## src/rtl/operand_fetch.sv

```systemverilog
// Operand fetch / issue stage: regfile read with write-back bypass, a pending-write
// scoreboard that stalls on RAW/WAW hazards, and a registered valid/ready output slot.
module operand_fetch #(
    parameter int BITS = 32
) (
    input  logic            clk,
    input  logic            rst,
    input  logic            in_valid,
    output logic            in_ready,
    input  logic [BITS-1:0] in_pc,
    input  logic [4:0]      in_rs1,
    input  logic [4:0]      in_rs2,
    input  logic            in_use_rs1,
    input  logic            in_use_rs2,
    input  logic [4:0]      in_rd,
    input  logic            in_wr_rd,
    output logic [4:0]      rf_addr_a,
    output logic [4:0]      rf_addr_b,
    input  logic [BITS-1:0] rf_data_a,
    input  logic [BITS-1:0] rf_data_b,
    input  logic            wb_en,
    input  logic [4:0]      wb_addr,
    input  logic [BITS-1:0] wb_data,
    input  logic            flush,
    output logic            out_valid,
    input  logic            out_ready,
    output logic [BITS-1:0] out_pc,
    output logic [BITS-1:0] out_op_a,
    output logic [BITS-1:0] out_op_b,
    output logic [4:0]      out_rd,
    output logic            out_wr_rd
);

    logic [31:0]     pend_q, pend_d;
    logic            valid_q, valid_d;
    logic [BITS-1:0] pc_q, pc_d, op_a_q, op_a_d, op_b_q, op_b_d;
    logic [4:0]      rd_q, rd_d;
    logic            wr_rd_q, wr_rd_d;

    logic hz1, hz2, hzw, accept, flush_clr;

    // x0 reads as zero; the regfile lags the write-back by one edge, so bypass it.
    function automatic logic [BITS-1:0] operand_sel(
        input logic [4:0]      rs,
        input logic [BITS-1:0] rf_val,
        input logic            wen,
        input logic [4:0]      waddr,
        input logic [BITS-1:0] wdata
    );
        if (rs == 5'd0)
            return '0;
        else if (wen && (waddr == rs))
            return wdata;
        else
            return rf_val;
    endfunction

    assign rf_addr_a = in_rs1;
    assign rf_addr_b = in_rs2;

    assign hz1 = in_use_rs1 && (in_rs1 != 5'd0) && pend_q[in_rs1] && !(wb_en && (wb_addr == in_rs1));
    assign hz2 = in_use_rs2 && (in_rs2 != 5'd0) && pend_q[in_rs2] && !(wb_en && (wb_addr == in_rs2));
    assign hzw = in_wr_rd && (in_rd != 5'd0) && pend_q[in_rd];

    assign in_ready  = !rst && !flush && !(hz1 || hz2 || hzw) && (!valid_q || out_ready);
    assign accept    = in_valid && in_ready;
    // A held instruction killed before execute took it will never write back.
    assign flush_clr = flush && valid_q && !out_ready && wr_rd_q && (rd_q != 5'd0);

    always_comb begin
        pend_d = pend_q;
        if (wb_en)
            pend_d[wb_addr] = 1'b0;
        if (flush_clr)
            pend_d[rd_q] = 1'b0;
        if (accept && in_wr_rd && (in_rd != 5'd0))
            pend_d[in_rd] = 1'b1;
        pend_d[0] = 1'b0;
    end

    always_comb begin
        valid_d = valid_q;
        pc_d    = pc_q;
        op_a_d  = op_a_q;
        op_b_d  = op_b_q;
        rd_d    = rd_q;
        wr_rd_d = wr_rd_q;
        if (accept) begin
            valid_d = 1'b1;
            pc_d    = in_pc;
            op_a_d  = operand_sel(in_rs1, rf_data_a, wb_en, wb_addr, wb_data);
            op_b_d  = operand_sel(in_rs2, rf_data_b, wb_en, wb_addr, wb_data);
            rd_d    = in_rd;
            wr_rd_d = in_wr_rd;
        end else if (flush || out_ready) begin
            valid_d = 1'b0;
        end
    end

    always_ff @(posedge clk) begin
        if (rst) begin
            pend_q  <= '0;
            valid_q <= 1'b0;
            pc_q    <= '0;
            op_a_q  <= '0;
            op_b_q  <= '0;
            rd_q    <= '0;
            wr_rd_q <= 1'b0;
        end else begin
            pend_q  <= pend_d;
            valid_q <= valid_d;
            pc_q    <= pc_d;
            op_a_q  <= op_a_d;
            op_b_q  <= op_b_d;
            rd_q    <= rd_d;
            wr_rd_q <= wr_rd_d;
        end
    end

    assign out_valid = valid_q;
    assign out_pc    = pc_q;
    assign out_op_a  = op_a_q;
    assign out_op_b  = op_b_q;
    assign out_rd    = rd_q;
    assign out_wr_rd = wr_rd_q;

endmodule

```

## config.mk

```make
export PLATFORM = sky130hd
export DESIGN_NAME = operand_fetch
export DESIGN_NICKNAME = d
export VERILOG_FILES = /design/src/rtl/operand_fetch.sv
export SDC_FILE = /design/constraint.sdc
export NUM_CORES = 1
export LEC_CHECK = 0
export ABC_AREA = 1
export BUFFER_PORTS_ARGS = -buffer_cell sky130_fd_sc_hd__clkbuf_2
export CORE_MARGIN = 8
export CORE_UTILIZATION = 30
export DETAILED_ROUTE_END_ITERATION = 8
export PLACE_DENSITY = 0.56
export SLEW_MARGIN = 30
export SYNTH_ARGS = -nofsm -noshare
export SYNTH_HDL_FRONTEND = slang
export SYNTH_SLANG_ARGS = --single-unit
```

## constraint.sdc

```tcl
create_clock -name clk -period 3.7 [get_ports clk]
set_input_delay 0 -clock clk [delete_from_list [all_inputs] [get_ports clk]]
set_output_delay 0 -clock clk [all_outputs]
set_load 0.01 [all_outputs]
```

==> flow_summary_export.csv <==
group,metric,value,unit
global_routing,grt_use_total,0.221,
synthesis,yosysUniqueCellTypes,33,
global_routing,grt_pass1_vias,9879,
synthesis,async_flop_share,0,
sta,slew_headroom,0.420,
power,irDropWorstVdd,270,uV
layout,nFillCells,2736,
drt,drtIter0Drc,1048,
die,initial_core_util,0.302,
status,status,"finished, final reports clean",
critical_path,crit_path_top_delay_cell,"dlygate4sd3_1",
clock_tree,cts_buffers,17,
drt,ant_nets,0,
synthesis,ys_seq_elements,134,
layout,syn_to_final_growth,41.8,%
drt,wl,35300,um
sta,setup-violations-final,0,
critical_path,crit_path_frequent_cell,"nand2_1",
power,power_per_cell_area,354,mW/mm2
sta,maxClockFrequency,0.332,GHz
die,num_io_pins,271,
drt,num_vias,9951,
sta,timing.final.hold_violations,0,
sta,drv_slew,0,
die,coreArea,0.0258,mm2
critical_path,worst_setup_path_end_kind,"flop",
global_routing,antenna_found_initial,0,
clock_tree,h-tree-depth,4,
sta,min_period,3.01,ns
power,cellLeakagePower,4.80,nW
layout,n_antenna_cell,0,
clock_tree,cts_root_buffer,"clkbuf_16",
synthesis,synth_most_common_cell,"nand2_1",
die,die-area,0.0314,mm2
critical_path,crit_cells,15,
critical_path,crit_fanout,45,
critical_path,worstPathCellList,"dlygate4sd3_1 -> clkbuf_2 -> inv_1 -> nor3_1 -> nand2_1 -> nand2_1 -> nor2_1 -> nand2_1 -> nand2_1 -> nand3_2 -> nor2_8 -> nand2_4 -> buf_4 -> o21ai_0 -> dlygate4sd3_1",
synthesis,yosysSeqAreaShare,0.344,
synthesis,yosysTopAreaCellShare,0.344,
critical_path,critical_path_required,4.02,ns
layout,multi_input_area,0.00425,mm2
critical_path,arrival,3.33,ns
synthesis,synth_ff_type,"dfxtp_1",
clock_tree,clk-insertion-delay-late,0.43,ns
drt,drc,0,
worst_hold_path,hold_depth,5,
power,power,3.91,mW
clock_tree,cts_setup_buffers,0,
synthesis,synth.cell_area,0.00781,mm2
sta,period_share,0.814,
clock_tree,clkTransAtPathRegs,0.06,ns
synthesis,synth-edff-count,0,
drt,wl_per_cell,18.4,um
global_routing,gr-total-overflow,0,
layout,nets,1728,
clock_tree,cts_hold_buffers,125,
drt,routed_via_density,5.19,
sta,rsz0062_at_grt,"false",
die,die_y,177,um
die,rows,59,
synthesis,yosysWarnings,0,
global_routing,grt_max_degree,114,
sta,clock-skew-final,0.0126,ns
layout,seqCellArea,0.00268,mm2
synthesis,syn-mean-instance-area,6.31,um2
clock_tree,cts_max_path_buffers,2,
synthesis,syn_inst,1237,
critical_path,worst-path-buf-inv,5,
sta,worst_slew_pin_slew,0.869,ns
synthesis,synth.area.top_cells,"dfxtp_1, nand2_1, a21oi_1",
flow_run,drv_cap,0,
critical_path,start_kind,"input pin",
drt,drtPass1Iterations,7,
synthesis,syn_nets,1394,
sta,setup-tns-final,0,ns
layout,layout-drive-gt1-share,0.215,
critical_path,worstSetupPathType,"input pin to flop",
clock_tree,cts_tree,"built",
place,dp_hpwl,25200,um
worst_hold_path,holdCritPathClass,"input pin to flop",
clock_tree,post_cts_resized,0,
synthesis,yosysTopAreaCell,"dfxtp_1",
critical_path,r2r_cells,15,
critical_path,critPathMaxStageDelay,0.57,ns
clock_tree,clock-sinks,134,
place,port_buffers,270,
synthesis,synth_common_cells,"nand2_1, a21oi_1, nand3_1, dfxtp_1, nor2_1",
place,gp_congestion,0.936,
die,fp.dieW,177,um
critical_path,path_delay_family,"buffers and inverters",
global_routing,grt_first_pass_wirelength,55100,um
## sequential cells by signal, indices dropped and copies added (netlist names)
register and flops:
out_op_a 32, out_op_b 32, out_pc 32, pend_q 31
out_rd 5, out_valid 1, out_wr_rd 1
## power by group
part | internal, mW | switching (mW) | leakage (nW) | total [mW]
clock | 0.954 | 0.759 | 0.280 | 1.71
combinational | 0.283 | 0.409 | 3.43 | 0.692
sequential | 1.48 | 0.0265 | 1.08 | 1.51
## tightest hold or removal path, delay by kind of cell
kind | cells | cell delay (ns)
AND/OR/NAND/NOR | 2 | 0.16
buffers and inverters | 1 | 0.10
AO/OA/AOI/OAI | 2 | 0.12
## placed cells by master, fill, tap and decap left out, types with 2 or more instances in the layout
| cell type | count |
|---|---|
| inv_2 | 6 |
| nor3_1 | 25 |
| buf_4 | 19 |
| nand4_1 | 54 |
| nor2_1 | 98 |
| inv_6 | 5 |
| inv_8 | 3 |
| nand3_2 | 2 |
| buf_12 | 2 |
| o21ai_0 | 73 |
| o21ai_1 | 23 |
| nor3_2 | 3 |
| clkbuf_2 | 268 |
| inv_1 | 88 |
| nand2_2 | 3 |
| dlygate4sd3_1 | 125 |
| o221ai_1 | 4 |
| a21oi_1 | 192 |
| dfxtp_1 | 134 |
| nand2_1 | 277 |
| clkinvlp_4 | 3 |
| o211ai_1 | 6 |
| clkbuf_16 | 17 |
| nand3_1 | 139 |
## worst paths after layout
| path | startpoint | endpoint | slack, ns |
|---|---|---|---|
| setup reg to reg | pend_q[24] | out_valid | 0.75 |
| setup / recovery | in_rd[4] | out_valid | 0.69 |
| hold reg to reg | out_op_a[6] | out_op_a[6] | 0.46 |
| hold / removal | wb_data[4] | out_op_a[4] | 0.008 |
## cells by family after synthesis
group,after synthesis,share of synthesized area
AOI/OAI and AO/OA,302,0.199
xor gates and xnor gates,1,0.00112
buffers and inverters,194,0.113
DFF,134,0.344
and+or+nand+nor,606,0.343
## layer usage
metal  up-vias  wire length [um]  track usage
met3        86              3240       0.0613
met2       498             16500        0.362
met1      4551             14200        0.271
li1       4816                 -            -
met4         0              1340       0.0903
met5         -                 0            0
## layout make-up
cell class,instances,area share
well taps,335,0.0379
clock buffers,17,0.0384
repair buffers,414,0.251
clock inverters,15,0.0145
flip-flops and latches,134,0.242
multi-input cells,909,0.384
inverters,95,0.0324
## per-stage QoR
| stage | hold WS [ns] | setup WS [ns] | cells | cell area [um2] | utilization |
|---|---|---|---|---|---|
| 6_report | 0.00756 | 0.688 | 1919 | 11100 | 0.429 |
| 5_1_grt | 0.0179 | 0.419 | 1919 | 11100 | 0.429 |
| 4_1_cts | 0.000233 | 0.694 | 1919 | 11100 | 0.429 |
| 3_5_place_dp | 0.263 | 1.04 | 1762 | 9240 | 0.357 |
| 3_3_place_gp | 0.256 | 1.08 | 1762 | 9230 | 0.357 |
| 2_1_floorplan | 0.0918 | 1.97 | 1237 | 7810 | - |
No activity file was read; power rests on OpenSTA's default activity.
